$ cat config.mk
export PLATFORM = sky130hd
export DESIGN_NAME = source_frame_arbiter
export DESIGN_NICKNAME = d
export VERILOG_FILES = /design/src/rtl/source_frame_arbiter.sv
export SDC_FILE = /design/constraint.sdc
export NUM_CORES = 1
export LEC_CHECK = 0
export CORE_MARGIN = 3
export CORE_UTILIZATION = 24
export DETAILED_ROUTE_END_ITERATION = 6
export PLACE_DENSITY = 0.95
export SETUP_SLACK_MARGIN = 0.1
export SYNTH_ARGS = -nofsm -noshare
export SYNTH_HDL_FRONTEND = slang
export SYNTH_SLANG_ARGS = --single-unit
$ cat constraint.sdc
create_clock -name clk -period 2.9 [get_ports clk]
set_input_delay 0.58 -clock clk [delete_from_list [all_inputs] [get_ports clk]]
set_output_delay 0.58 -clock clk [all_outputs]
set_load 0.03 [all_outputs]
$ cat src/rtl/source_frame_arbiter.sv
// source_frame_arbiter
//   Shares one network_source command port between NUM_REQ independent command
//   streams. A requester keeps the port for a whole frame: every command up to
//   and including a RUN or CLR handshake. This keeps SPK/SPK_PRDC commands from
//   different requesters from interleaving ahead of a RUN. Round-robin fairness
//   applies between frames.
//
// Ports:
//   clk, arstn             clock; asynchronous active-low reset
//   req_valid, req_ready   per-requester valid/ready (one bit per requester)
//   req_cmd                flattened commands, requester i at [i*CMD_WIDTH +: CMD_WIDTH]
//   src_valid, src_ready   command handshake towards network_source
//   src                    command word towards network_source
//   grant_id               current or most recent grantee
//   busy                   FSM state view: 1 = LOCKED, 0 = IDLE
//   timeout                one-cycle pulse when an idle lock is force-released
//
// Handshake: a word transfers on every cycle where valid && ready. A source
//   that holds valid without seeing ready must keep valid and its data stable.
//   Non-granted requesters always see ready low.
//
// Optional feature (macro SOURCE_ARB_TIMEOUT_EN): release the lock after
//   TIMEOUT_CYCLES consecutive locked cycles with the grantee's valid low.
//   When the macro is not defined, the lock is held until RUN/CLR and timeout
//   is tied low.

module source_frame_arbiter #(
  parameter int NUM_REQ        = 2,
  parameter int CMD_WIDTH      = 32,
  parameter int OPC_WIDTH      = 3,
  parameter int TIMEOUT_CYCLES = 1024,
  localparam int GID_W         = (NUM_REQ > 1) ? $clog2(NUM_REQ) : 1
) (
  input  logic                         clk,
  input  logic                         arstn,
  input  logic [NUM_REQ-1:0]           req_valid,
  output logic [NUM_REQ-1:0]           req_ready,
  input  logic [NUM_REQ*CMD_WIDTH-1:0] req_cmd,
  output logic                         src_valid,
  input  logic                         src_ready,
  output logic [CMD_WIDTH-1:0]         src,
  output logic [GID_W-1:0]             grant_id,
  output logic                         busy,
  output logic                         timeout
);

  typedef enum logic {IDLE = 1'b0, LOCKED = 1'b1} state_t;

  localparam logic [OPC_WIDTH-1:0] OPC_RUN = OPC_WIDTH'(1);
  localparam logic [OPC_WIDTH-1:0] OPC_CLR = OPC_WIDTH'(3);

  state_t                 state_q, state_d;
  logic [GID_W-1:0]       grant_id_q, grant_id_d;
  logic [GID_W-1:0]       last_q, last_d;

  logic                   sel_valid;
  logic [CMD_WIDTH-1:0]   sel_cmd;
  logic [OPC_WIDTH-1:0]   sel_opc;
  logic                   sel_term;
  logic                   pick_found;
  logic [GID_W-1:0]       pick_idx;

`ifdef SOURCE_ARB_TIMEOUT_EN
  localparam int TW = $clog2(TIMEOUT_CYCLES + 1);
  logic [TW-1:0]          cnt_q, cnt_d;
  logic                   timeout_q, timeout_d;
`endif

  // Grantee's command lane.
  always_comb begin
    sel_valid = 1'b0;
    sel_cmd   = '0;
    for (int i = 0; i < NUM_REQ; i++) begin
      if (grant_id_q == GID_W'(i)) begin
        sel_valid = req_valid[i];
        sel_cmd   = req_cmd[i*CMD_WIDTH +: CMD_WIDTH];
      end
    end
  end

  assign sel_opc  = sel_cmd[CMD_WIDTH-1 -: OPC_WIDTH];
  assign sel_term = (sel_opc == OPC_RUN) || (sel_opc == OPC_CLR);

  // Round-robin pick starting after last_q. Indices above last_q come first.
  // The second loop overrides the first. Descending loops leave the lowest
  // index as the winner within each group.
  always_comb begin
    pick_found = 1'b0;
    pick_idx   = '0;
    for (int i = NUM_REQ - 1; i >= 0; i--) begin
      if (req_valid[i] && (GID_W'(i) <= last_q)) begin
        pick_found = 1'b1;
        pick_idx   = GID_W'(i);
      end
    end
    for (int i = NUM_REQ - 1; i >= 0; i--) begin
      if (req_valid[i] && (GID_W'(i) > last_q)) begin
        pick_found = 1'b1;
        pick_idx   = GID_W'(i);
      end
    end
  end

  // Next state and outputs.
  always_comb begin
    state_d    = state_q;
    grant_id_d = grant_id_q;
    last_d     = last_q;
    src_valid  = 1'b0;
    src        = '0;
    req_ready  = '0;
    busy       = 1'b0;
`ifdef SOURCE_ARB_TIMEOUT_EN
    cnt_d      = cnt_q;
    timeout_d  = 1'b0;
`endif
    case (state_q)
      IDLE: begin
`ifdef SOURCE_ARB_TIMEOUT_EN
        cnt_d = '0;
`endif
        if (pick_found) begin
          grant_id_d = pick_idx;
          state_d    = LOCKED;
        end
      end
      LOCKED: begin
        busy      = 1'b1;
        src_valid = sel_valid;
        src       = sel_cmd;
        for (int i = 0; i < NUM_REQ; i++) begin
          if (grant_id_q == GID_W'(i)) req_ready[i] = src_ready;
        end
        if (sel_valid && src_ready && sel_term) begin
          last_d  = grant_id_q;
          state_d = IDLE;
        end
`ifdef SOURCE_ARB_TIMEOUT_EN
        else if (sel_valid) begin
          cnt_d = '0;
        end else if (cnt_q == TW'(TIMEOUT_CYCLES - 1)) begin
          // This is the TIMEOUT_CYCLES-th idle cycle. Release without
          // injecting any command.
          timeout_d = 1'b1;
          last_d    = grant_id_q;
          state_d   = IDLE;
        end else begin
          cnt_d = cnt_q + TW'(1);
        end
`endif
      end
      default: state_d = IDLE;
    endcase
  end

  always_ff @(posedge clk or negedge arstn) begin
    if (!arstn) begin
      state_q    <= IDLE;
      grant_id_q <= '0;
      last_q     <= GID_W'(NUM_REQ - 1);
`ifdef SOURCE_ARB_TIMEOUT_EN
      cnt_q      <= '0;
      timeout_q  <= 1'b0;
`endif
    end else begin
      state_q    <= state_d;
      grant_id_q <= grant_id_d;
      last_q     <= last_d;
`ifdef SOURCE_ARB_TIMEOUT_EN
      cnt_q      <= cnt_d;
      timeout_q  <= timeout_d;
`endif
    end
  end

  assign grant_id = grant_id_q;

`ifdef SOURCE_ARB_TIMEOUT_EN
  assign timeout = timeout_q;
`else
  assign timeout = 1'b0;
  // TIMEOUT_CYCLES only matters when the idle-lock timeout is built in.
  logic unused_timeout_cfg;
  assign unused_timeout_cfg = ^TIMEOUT_CYCLES;
`endif

endmodule

==> impl_metrics.yaml <==
outcome:
  status: "complete, no violations"
floorplanning:
  die_area_um2: 3430
  start_util_pct: 26.1
  die_w_um: 58.6
  io_pins: 107
  die_h_um: 58.6
  row_count: 18
  core_area_um2: 2540
clock_tree:
  htree_levels: 1
  cts_root_buf: "clkbuf_4"
  cts_sinks: 3
  worstSkewPairLatency_ns: 0.23
  cts_hold_buf: 0
  post-cts-setup-buffers: 0
  cts_tree: "built"
  cts_buffers: 3
  cts_resized: 0
  cts_buffer_depth: 2
  clk_pin_slew_ns: 0.04
synth:
  synth_mux_area_share_pct: 48.5
  synth_cell_types: 23
  synthFlopType: "dfrtp_1"
  yosys_register_bits: 3
  yosys_warnings: 0
  synth_simple_gate_area_share_pct: 23.6
  synth_top_area_cell: "mux2i_1"
  syn_area_per_cell_um2: 7.21
  synth.area.top_cells: "mux2i_1, nor2_1, dfrtp_1"
  synth_area_um2: 663
  synth_top_family_by_area: "multiplexers"
  synth_top_area_share_pct: 46.8
  synthAdderAreaFrac_pct: 0
  syn-num-nets: 161
  synth-edff-count: 0
  async_flop_share_pct: 100
  ys_seq_area_share_pct: 11.5
  netlist_instances: 92
  synth-xor-area-share_pct: 0
  synth-compound-area-share_pct: 7.36
final_layout:
  area_growth_pct: 167
  fin_cells: 226
  n_fill_cell: 219
  nNetsFinal: 266
  n_antenna_cell: 0
  drive_above_1_share_pct: 5.61
drt:
  via_per_inst: 4.59
  drt-wirelength-per-cell_um: 14.3
  drt.antenna.violating_nets: 0
  num_vias: 1037
  drc: 0
  wirelength_mm: 3.24
  dr.pass1.iters: 4
  drtIter0Drc: 43
worst_setup_path:
  regToRegEndpoint: "state_q"
  crit_buf_inv: 3
  timing.critical_path.depth: 5
  reg2reg_slack_ns: 1.17
  r2r_cells: 4
  rr_startpoint: "grant_id"
  crit_start: "req_valid[0]"
  cpPeakStageDelay_ns: 0.69
  path_cells: "clkdlybuf4s50_1, inv_1, o21a_1, nor2_1, clkdlybuf4s50_1"
  cp_slowest_cell: "clkdlybuf4s50_1"
  worstPathArrival_ns: 2.13
  critical_path_peak_fanout: 4
  worstSetupPathType: "in2out"
  crit_end: "src_valid"
  critPathLaunchType: "input pin"
  crit_family: "buffers and inverters"
  crit_path_end_kind: "output pin"
  required_ns: 2.32
  critPathMostFrequentCell: "clkdlybuf4s50_1"
timing:
  worst_slew_margin_rel_pct: 61.0
  post-route-period-util_pct: 93.5
  setup_tns_ns: 0
  clock.fmax_mhz: 369
  worst_pin_slew_ns: 0.584
  fin_skew_ns: 0.00241
  rsz0062_at_grt: "no"
  final.min_clock_period_ns: 2.71
  hold_viol: 0
  final-max-slew-violation-count: 0
  setup_viol: 0
global_routing:
  antenna_found_initial: 0
  grt_usage_pct: 18.0
  grt_pass1_vias: 1067
  gr-total-overflow: 0
  grt_pass1_wl_mm: 4.92
  grt_max_degree: 38
power:
  power.total_mw: 1.40
  p_per_area_nw_per_um2: 792
  p_sw_share_pct: 51.0
  pwr-share-comb_pct: 88.5
  clkPwrFrac_pct: 5.4
  internal_power_mw: 0.686
  leakage_nw: 0.742
  p_switching_mw: 0.714
  pwr-share-seq_pct: 6.1
  peakVddDrop_v: 0.000631
flow_run:
  max-cap-violations: 0
min_path:
  hp-class: "reg2reg"
placement:
  dp_cells: 222
  place.gp.congestion: 0.669
  hpwl_mm: 2.72
  numPortBuffers: 105
==> worst min-delay path: cells and delay by family, from the launching register on <==
kind            cells  cell delay [ns]
compound gates      2             0.13
flops               1             0.37
==> layout by cell type (no fill, tap or decap) <==
cell / n
mux2_2: 1
clkbuf_1: 1
o21ai_0: 1
conb_1: 1
nor2_1: 32
or4_1: 1
buf_4: 2
dfstp_2: 1
dfrtp_2: 1
a32o_1: 1
mux2i_1: 31
inv_2: 2
clkdlybuf4s50_1: 105
and2_1: 1
o211ai_1: 1
and3_1: 1
o21a_1: 1
nor3_1: 1
o32a_1: 1
inv_1: 1
clkbuf_4: 3
o41ai_1: 1
nand2_1: 3
buf_12: 1
dfrtp_1: 1
==> power by group through the flow <==
stage	Combinational, mW	Clock, mW	Sequential [mW]
floorplan	0.736	0	0.0835
global placement	1.23	0	0.0863
detailed placement	1.24	0	0.0860
CTS	1.25	0.0775	0.0862
global route	1.31	0.0790	0.0886
finish	1.24	0.0756	0.0854
==> per-layer routing <==
layer | track usage (%) | vias up | part of all wire, %
met2 | 34.6 | 61 | 52
met4 | 2.98 | 0 | 0.49
li1 | - | 525 | -
met5 | 0 | - | 0
met1 | 21.0 | 449 | 38
met3 | 2.63 | 2 | 9.6
==> Yosys cell counts, types with 2 or more instances <==
cell type   n
clkbuf_1    3
inv_2       2
mux2i_1    31
dfrtp_1     2
nand2_1     3
buf_2       3
nor2_1     32
==> through the flow <==
stage	utilization (%)	setup WS (ns)	hold slack, ns	area [um2]
2_1_floorplan	-	0.741	0.284	663
3_3_place_gp	68.5	0.202	0.497	1740
3_5_place_dp	68.5	0.189	0.509	1740
4_1_cts	69.5	0.185	0.515	1770
5_1_grt	69.5	0.126	0.553	1770
6_report	69.5	0.189	0.513	1770
==> flip-flops by register name, indices dropped and copies added (netlist names) <==
name and count:
state_q 1, grant_id 1, last_q 1
==> final cells by class <==
cell class                 count  area, um2  area share (%)
timing repair buffer         108       1090            61.4
multi-input combinational     78        531            30.0
sequential                     3       77.6            4.38
tap                           30       37.5            2.12
clock buffer                   4       26.3            1.49
inverter                       3       11.3           0.636
==> worst min path at each step <==
| stage | start | end | cells after the start |
|---|---|---|---|
| global route | arstn | grant_id | 1 |
| CTS | last_q | last_q | 2 |
| floorplan | arstn | grant_id | 0 |
| detailed placement | last_q | last_q | 2 |
| finish | last_q | last_q | 2 |
| global placement | last_q | last_q | 2 |
==> cell families after synthesis <==
kind of cell	after synthesis
flops	3
buf+inv	11
compound gates	6
other cells	1
mux	32
simple gates	39
(Power assumes the default switching activity.)
